### src/rtl/game_ctrl_pkg.sv
// Shared Breakout types: FSM state encoding, speed and lives widths, speed step helper.
// No logic of its own; imported by the sequencer.
// Holds nothing that could stall or backpressure anything.
package game_ctrl_pkg;

    localparam int SPEED_W = 4;
    localparam int LIVES_W = 3;

    typedef enum logic [1:0] {
        ST_IDLE     = 2'd0,
        ST_SERVE    = 2'd1,
        ST_PLAY     = 2'd2,
        ST_GAMEOVER = 2'd3
    } state_e;

    // One speed level up, pinned at the ceiling so it can never wrap.
    function automatic logic [SPEED_W-1:0] speed_step(input logic [SPEED_W-1:0] cur,
                                                      input logic [SPEED_W-1:0] ceil);
        return (cur < ceil) ? cur + 1'b1 : ceil;
    endfunction

endpackage

### src/rtl/game_ctrl_edge_sync.sv
// Optional N-flop synchroniser followed by a rising-edge detector (1-cycle pulse).
// Latency: STAGES cycles to the synchronised level; the pulse is combinational from that level.
// No backpressure; a held level produces exactly one pulse.
module game_ctrl_edge_sync #(
    parameter int unsigned STAGES = 2
) (
    input  logic clk_i,
    input  logic rst_ni,
    input  logic d_i,
    output logic pulse_o
);

    logic level;
    logic prev_q;

    generate
        if (STAGES == 0) begin : g_direct
            assign level = d_i;
        end else begin : g_sync
            logic [STAGES-1:0] sync_q;

            // Shift the asynchronous input through the synchroniser chain.
            always_ff @(posedge clk_i or negedge rst_ni) begin
                if (!rst_ni) begin
                    sync_q <= '0;
                end else begin
                    sync_q[0] <= d_i;
                    for (int i = 1; i < int'(STAGES); i++) begin
                        sync_q[i] <= sync_q[i-1];
                    end
                end
            end

            assign level = sync_q[STAGES-1];
        end
    endgenerate

    // Remember last cycle's level so only a 0->1 change fires.
    always_ff @(posedge clk_i or negedge rst_ni) begin
        if (!rst_ni) begin
            prev_q <= 1'b0;
        end else begin
            prev_q <= level;
        end
    end

    assign pulse_o = level & ~prev_q;

endmodule

### src/rtl/game_ctrl.sv
// Breakout match sequencer: serve/play/game-over FSM, lives, serve countdown, speed ramp.
// Latency: start acts 3 cycles after it rises; hit_bar/endgame edges act on the next clock edge.
// No backpressure; events are edge-detected and a start edge overrides everything else.
module game_ctrl
    import game_ctrl_pkg::*;
#(
    parameter int unsigned LIVES          = 3,
    parameter int unsigned SERVE_FRAMES   = 60,
    parameter int unsigned HITS_PER_LEVEL = 5,
    parameter int unsigned MAX_SPEED      = 8
) (
    input  logic               clock,
    input  logic               reset,
    input  logic               start,
    input  logic               frame_tick,
    input  logic               hit_bar,
    input  logic               endgame,
    output logic               ball_en,
    output logic               ball_reload,
    output logic [SPEED_W-1:0] speed,
    output logic [LIVES_W-1:0] lives,
    output logic               score_clear,
    output logic               game_over,
    output logic [1:0]         state
);

    localparam int SW = $clog2(SERVE_FRAMES + 1);
    localparam int HW = $clog2(HITS_PER_LEVEL + 1);

    localparam logic [SW-1:0]      SERVE_LAST = SW'(SERVE_FRAMES - 1);
    localparam logic [HW-1:0]      HIT_LAST   = HW'(HITS_PER_LEVEL - 1);
    localparam logic [SPEED_W-1:0] SPEED_MAX  = SPEED_W'(MAX_SPEED);
    localparam logic [LIVES_W-1:0] LIVES_INIT = LIVES_W'(LIVES);

    state_e             state_q, state_d;
    logic [LIVES_W-1:0] lives_q, lives_d;
    logic [SPEED_W-1:0] speed_q, speed_d;
    logic [SW-1:0]      serve_cnt_q, serve_cnt_d;
    logic [HW-1:0]      hit_cnt_q, hit_cnt_d;
    logic               score_clear_q, score_clear_d;

    logic start_pulse;
    logic hit_pulse;
    logic end_pulse;

    // start comes from a switch in no particular clock domain.
    game_ctrl_edge_sync #(.STAGES(2)) u_start_sync (
        .clk_i  (clock),
        .rst_ni (reset),
        .d_i    (start),
        .pulse_o(start_pulse)
    );

    // hit_bar/endgame are already in this domain; only the edge matters.
    game_ctrl_edge_sync #(.STAGES(0)) u_hit_edge (
        .clk_i  (clock),
        .rst_ni (reset),
        .d_i    (hit_bar),
        .pulse_o(hit_pulse)
    );

    game_ctrl_edge_sync #(.STAGES(0)) u_end_edge (
        .clk_i  (clock),
        .rst_ni (reset),
        .d_i    (endgame),
        .pulse_o(end_pulse)
    );

    // Next-state: a new game beats everything, then per-state events; endgame beats a hit.
    always_comb begin
        state_d       = state_q;
        lives_d       = lives_q;
        speed_d       = speed_q;
        serve_cnt_d   = serve_cnt_q;
        hit_cnt_d     = hit_cnt_q;
        score_clear_d = 1'b0;

        if (start_pulse) begin
            state_d       = ST_SERVE;
            lives_d       = LIVES_INIT;
            speed_d       = SPEED_W'(1);
            serve_cnt_d   = '0;
            hit_cnt_d     = '0;
            score_clear_d = 1'b1;
        end else begin
            case (state_q)
                ST_SERVE: begin
                    if (frame_tick) begin
                        if (serve_cnt_q == SERVE_LAST) begin
                            state_d     = ST_PLAY;
                            serve_cnt_d = '0;
                        end else begin
                            serve_cnt_d = serve_cnt_q + 1'b1;
                        end
                    end
                end
                ST_PLAY: begin
                    if (end_pulse) begin
                        if (lives_q > LIVES_W'(1)) begin
                            lives_d = lives_q - 1'b1;
                            state_d = ST_SERVE;
                        end else begin
                            lives_d = '0;
                            state_d = ST_GAMEOVER;
                        end
                    end else if (hit_pulse) begin
                        if (hit_cnt_q == HIT_LAST) begin
                            hit_cnt_d = '0;
                            speed_d   = speed_step(speed_q, SPEED_MAX);
                        end else begin
                            hit_cnt_d = hit_cnt_q + 1'b1;
                        end
                    end
                end
                default: begin
                    // IDLE and GAMEOVER wait for a start edge only.
                end
            endcase
        end
    end

    // Match state registers.
    always_ff @(posedge clock or negedge reset) begin
        if (!reset) begin
            state_q       <= ST_IDLE;
            lives_q       <= '0;
            speed_q       <= SPEED_W'(1);
            serve_cnt_q   <= '0;
            hit_cnt_q     <= '0;
            score_clear_q <= 1'b0;
        end else begin
            state_q       <= state_d;
            lives_q       <= lives_d;
            speed_q       <= speed_d;
            serve_cnt_q   <= serve_cnt_d;
            hit_cnt_q     <= hit_cnt_d;
            score_clear_q <= score_clear_d;
        end
    end

    // In GAMEOVER the ball stays frozen where it died rather than recentring.
    assign ball_en     = (state_q == ST_PLAY);
    assign ball_reload = (state_q == ST_IDLE) || (state_q == ST_SERVE);
    assign game_over   = (state_q == ST_GAMEOVER);
    assign speed       = speed_q;
    assign lives       = lives_q;
    assign score_clear = score_clear_q;
    assign state       = state_q;

endmodule
### config.mk
export PLATFORM = sky130hd
export DESIGN_NAME = game_ctrl
export DESIGN_NICKNAME = d
export VERILOG_FILES = /design/src/rtl/game_ctrl_pkg.sv /design/src/rtl/game_ctrl_edge_sync.sv /design/src/rtl/game_ctrl.sv
export SDC_FILE = /design/constraint.sdc
export NUM_CORES = 1
export LEC_CHECK = 0
export CORE_MARGIN = 2
export CORE_UTILIZATION = 46
export CTS_CLUSTER_DIAMETER = 120
export DETAILED_ROUTE_END_ITERATION = 8
export GPL_TIMING_DRIVEN = 1
export PLACE_DENSITY = 0.73
export SYNTH_ARGS = -nofsm -noshare
export SYNTH_HDL_FRONTEND = slang
export SYNTH_SLANG_ARGS = --single-unit
### constraint.sdc
create_clock -name clock -period 1.5 [get_ports clock]
set_input_delay 0.3 -clock clock [delete_from_list [all_inputs] [get_ports clock]]
set_output_delay 0.3 -clock clock [all_outputs]
set_load 0.005 [all_outputs]
After elaboration in Yosys (flattened, before gate mapping)
Cells that the tools add are included.
{"block": "word_totals", "regBits": 24, "in_bits": 6}
{"block": "op_classes", "n_eq_ne": 9, "order_cmp": 2, "mux": 26, "n_bitwise": 6, "n_reduce_logical": 14, "add_sub_neg": 4}
{"cell": "$mux 3", "count": 9}
{"cell": "$mux 4", "count": 6}
{"cell": "$mux 6", "count": 4}
{"cell": "$reduce_bool 2->1", "count": 6}
{"cell": "$mux 2", "count": 5}
{"cell": "$reduce_and 4->1", "count": 2}
{"cell": "$add 6x1->6 const B", "count": 1}
{"cell": "$eq 6x6->1 const B", "count": 1}
{"cell": "$ne 3x3->1 const B", "count": 2}
{"cell": "$add 4x1->4 const B", "count": 1}
{"cell": "$eq 2x2->1 const B", "count": 2}
{"cell": "$lt 4x4->1 const B", "count": 1}
{"cell": "$pmux 2 s2", "count": 1}
{"cell": "$reduce_and 2->1", "count": 2}
{"cell": "$add 3x1->3 const B", "count": 1}
{"cell": "$and 1x1->1", "count": 3}
{"cell": "$eq 3x3->1 const B", "count": 1}
{"cell": "$gt 3x1->1 const B", "count": 1}
{"cell": "$ne 3x1->1 const B", "count": 1}
{"cell": "$not 1->1", "count": 3}
{"cell": "$reduce_and 3->1", "count": 1}
{"cell": "$reduce_bool 3->1", "count": 1}
{"cell": "$sub 3x1->3 const B", "count": 1}
{"cell": "$eq 2x1->1 const B", "count": 1}
{"cell": "other kinds (4)", "count": 4}

Longest topological paths before layout
{"block": "logic_depth", "depth_word": 7, "ltp_mapped": 5, "depth_no_buf": 5}

By module
Synthesis repeated with hierarchy kept, for this count alone.
{"block": "hier_totals", "hier_cells": 120, "area_unflattened_um2": 1281.2}
{"mod": "game_ctrl", "cells_per_inst": 112, "n_inst": 1, "seq_area_each_um2": 476.7, "area_per_inst_um2": 1114.8}
{"mod": "game_ctrl_edge_sync at u_start_sync", "cells_per_inst": 4, "n_inst": 1, "seq_area_each_um2": 75.1, "area_per_inst_um2": 88.8}
{"mod": "game_ctrl_edge_sync at u_end_edge ...", "cells_per_inst": 2, "n_inst": 2, "seq_area_each_um2": 25.0, "area_per_inst_um2": 38.8}

Worst setup path after synthesis
OpenSTA, ideal clock, no wires.
{"block": "synth_timing", "path_type": "reg-to-reg", "from": "register state_q[0], in the netlist state[0]", "to": "register speed_q[1], in the netlist speed[1]", "period_less_slack_ns": 1.565, "required_time_ns": 1.426, "path_buffers": 1, "setup_slack_ns": -0.065, "stages_incl_launch_ff": 6, "arrival_time_ns": 1.490, "cell_sequence": "dfrtp_1 -> buf_6 -> and4bb_4 -> nand4_4 -> or3b_1 -> a21oi_2"}
{"block": "synth_between", "elab_chain_cells": 3}
{"item": "start, declared", "line_no": "game_ctrl.sv:35", "rtl": "state_e state_q, state_d;"}
{"item": "start signal, assigned", "line_no": "game_ctrl.sv:132", "rtl": "state_q <= state_d;"}
{"item": "$eq 2x2->1", "line_no": "game_ctrl.sv:86", "rtl": "case (state_q)"}
{"item": "$reduce_bool 2->1 (no source line)"}
{"item": "$reduce_and 4->1 (no source line)"}
{"item": "end signal, assigned", "line_no": "game_ctrl.sv:134", "rtl": "speed_q <= speed_d;"}
{"item": "end, declared", "line_no": "game_ctrl.sv:37", "rtl": "logic [SPEED_W-1:0] speed_q, speed_d;"}
No other way between the ends.
A chain may end at the register's enable or synchronous reset.

Worst setup path after layout
Same ends and word-level chain as after synthesis.

==> impl_metrics.csv <==
group,metric,value,unit
synthesis,syn_nets,123,
synthesis,ys.flop_type,"dfrtp_1",
final_layout,syn_to_final_growth,41.7,%
sta,finalCritPeriodShare,0.976,
placement,hpwl,1810,µm
power_and_ir_drop,p_leak,0.762,nW
setup_path,worstPathRequired,1770,ps
grt,gr-usage-all-layers,0.202,
synthesis,synth_commonest_cells,"23 x dfrtp_1, 10 x a21oi_1, 8 x nand2_1",
synthesis,ys_seq_area_frac,0.511,
detailed_routing,vias_per_cell,5.66,
floorplanning,fp.coreArea,2450,µm²
synthesis,synth.area.top_cells,"dfrtp_1 49%, ha_1 6.4%, a21oi_1 4.3%",
power_and_ir_drop,pwr_density_cell,837,nW/µm²
floorplanning,io_pins,19,
synthesis,yosysMostFrequentCell,"dfrtp_1",
synthesis,yosysWarningCount,0,
synthesis,ys_types,35,
cts,htree_levels,1,
power_and_ir_drop,p_sw,335,µW
cts,cts_num_sinks,24,
sta,hold_violations,0,
setup_path,cp.arrival,1730,ps
grt,grt_max_degree,25,
synthesis,syn_avg_cell_area,10.6,µm²
final_layout,fin_cells,188,
placement,place_inst,172,
floorplanning,die-area,2980,µm²
status,status,"finished, final reports clean",
synthesis,syn_area,1180,µm²
power_and_ir_drop,p_seq_frac,0.518,
sta,slew_headroom,0.792,
final_layout,nNetsFinal,171,
power_and_ir_drop,p_sw_frac,0.240,
setup_path,regToRegStartpoint,"state[0]$_DFFE_PN0P_",
setup_path,path_cells,"and4bb_4 > nand4_4 > or3b_4 > a21oi_2",
detailed_routing,drtIter0Drc,19,
setup_path,worstRegToRegCells,4,
synthesis,yosys.area.top_type,"dfrtp_1",
setup_path,reg2reg_to,"speed[1]$_DFFE_PN0P_",
setup_path,end_kind,"register",
final_layout,drive_gt1_frac,0.323,
sta,tightest_slew,312,ps
setup_path,crit_path_max_incr_delay,460,ps
synthesis,synth_top_area_frac,0.489,
cts,cts_buffers,3,
detailed_routing,drt_wl_total,2670,µm
floorplanning,die_y,54.6,µm
setup_path,start_kind,"register",
power_and_ir_drop,p_clk_frac,0.337,
sta,setup_viol,0,
final_layout,diodes,0,
setup_path,cp_max_fo,4,
power_and_ir_drop,combPwrFrac,0.145,
placement,numPortBuffers,18,
power_and_ir_drop,p_int,1.06,mW
synthesis,async_reset_ff_frac,1.00,
grt,antenna_found_initial,0,
synthesis,synth_edf_count,0,
floorplanning,initial_core_util,0.480,
cts,clk_pin_slew,140,ps
placement,gp_congestion,0.817,
setup_path,cpLargestDelayFamily,"simple AND/OR/NAND/NOR gates",
grt,gr-total-overflow,0,
cts,cts_buffer_depth,2,
synthesis,ys_ff_latch,24,
setup_path,reg2reg_slack,40,ps
setup_path,slowest_stage,"dfrtp_1",
sta,period_needed,1460,ps
detailed_routing,dr.pass1.iters,4,
setup_path,path_class,"register to register",
floorplanning,row_count,18,
cts,clock_latency,320,ps
detailed_routing,drc,0,
grt,first_global_vias,995,
floorplanning,die_w,54.6,µm
final_layout,fillers,184,
cts,tritoncts,"done",
sta,finClkSkew,12.8,ps
power_and_ir_drop,ir_worst_vdd,0.642,mV
cts,clockRootBuffer,"clkbuf_4",
placement,dp_slack,-199,ps
detailed_routing,vias,1065,
sta,drv_slew,0,
sta,setup_slack,36.5,ps
sta,timing.fmax,0.683,GHz
detailed_routing,avgRoutedWirePerCell,14.2,µm
job,cap_violations,0,
worst_hold_path,min_path_type,"primary input to async pin",
cts,cts_hold_buf,0,
synthesis,synthCells,111,
grt,grt_pass1_wl,4250,µm
sta,rsz0062_at_grt,"true",
detailed_routing,ant_nets,0,
setup_path,critPathBufInv,0,
==> registers in the layout, summed over array words and instances, names as in the netlist <==
signal,count
hit_cnt_q,3
lives,3
score_clear,1
serve_cnt_q,6
speed,4
state,2
u_end_edge.prev_q,1
u_hit_edge.prev_q,1
u_start_sync.g_sync.sync_q,2
u_start_sync.prev_q,1
==> layout make-up <==
cell class / instances / area (µm²) / share of cell area
Multi-Input combinational cell: 78 / 568 / 0.341
Tap cell: 30 / 37.5 / 0.0225
Clock buffer: 3 / 22.5 / 0.0135
Timing Repair Buffer: 46 / 383 / 0.230
Clock inverter: 1 / 30.0 / 0.0180
Sequential cell: 24 / 604 / 0.362
Inverter: 6 / 22.5 / 0.0135
==> routing by layer <==
metal	global-route usage	routed length [µm]
met5	0	0
met1	0.258	1220
met2	0.321	1330
met4	0.113	29
met3	0.0328	89
==> how the worst max path moves through the flow <==
| stage | startpoint | end | cells after the start |
|---|---|---|---|
| 2_1_floorplan | state[0]$_DFFE_PN0P_ | speed[1]$_DFFE_PN0P_ | 5 |
| 3_3_place_gp | endgame | lives[1]$_DFFE_PN0P_ | 5 |
| 3_5_place_dp | hit_bar | speed[1]$_DFFE_PN0P_ | 5 |
| 4_1_cts | state[1]$_DFFE_PN0P_ | serve_cnt_q[5]$_DFFE_PN0P_ | 6 |
| 5_1_grt | state[0]$_DFFE_PN0P_ | serve_cnt_q[5]$_DFFE_PN0P_ | 7 |
| 6_report | state[0]$_DFFE_PN0P_ | speed[1]$_DFFE_PN0P_ | 4 |
==> cells in the final DEF, fill, tap and decap left out, drive strengths merged, types with 2 or more instances in the layout <==
cell / count
buf: 30
o211ai: 3
mux2i: 2
nand3: 7
clkdlybuf4s50: 5
dfrtp: 23
o21ai: 2
a31oi: 2
or3: 3
nand2: 8
nor3: 2
nor4: 2
nand3b: 2
nand2b: 2
nor2: 7
clkbuf: 4
ha: 6
a21oi: 11
nand4: 2
o31ai: 6
inv: 6
and4bb: 2
dlygate4sd2: 8
==> power by group through the flow <==
stage	Clock (mW)	Combinational, mW	Sequential, mW
after floorplan	0	0.0762	0.742
after global placement	0	0.184	0.731
after detailed placement	0	0.190	0.733
after CTS	0.484	0.193	0.720
after global routing	0.503	0.219	0.728
final	0.471	0.203	0.723
==> per-stage QoR <==
step	area, µm²	hold WS [ps]	TNS [ps]	utilization	power, mW
6_report	1670	310	0	0.679	1.40
5_1_grt	1670	332	-27.0	0.679	1.45
4_1_cts	1630	314	-33.4	0.664	1.40
3_5_place_dp	1500	340	-1450	0.610	0.923
3_3_place_gp	1500	336	-997	0.610	0.916
2_1_floorplan	1180	4.41	-26.7	-	0.818
==> timing repair <==
action	CTS	global route
gates resized for setup	26	11
buffers inserted	11	2
endpoints found under the hold margin	0	0
pin swaps	1	7
setup endpoints to repair	12	13
==> kinds of logic after synthesis <==
group / count (synthesis) / synth area share
AOI/OAI and AO/OA: 30 / 0.169
and+or+nand+nor: 40 / 0.204
muxes: 2 / 0.0170
buffers and inverters: 9 / 0.0351
DFF: 24 / 0.511
adders and majority gates: 6 / 0.0638
(Power assumes the default switching activity.)
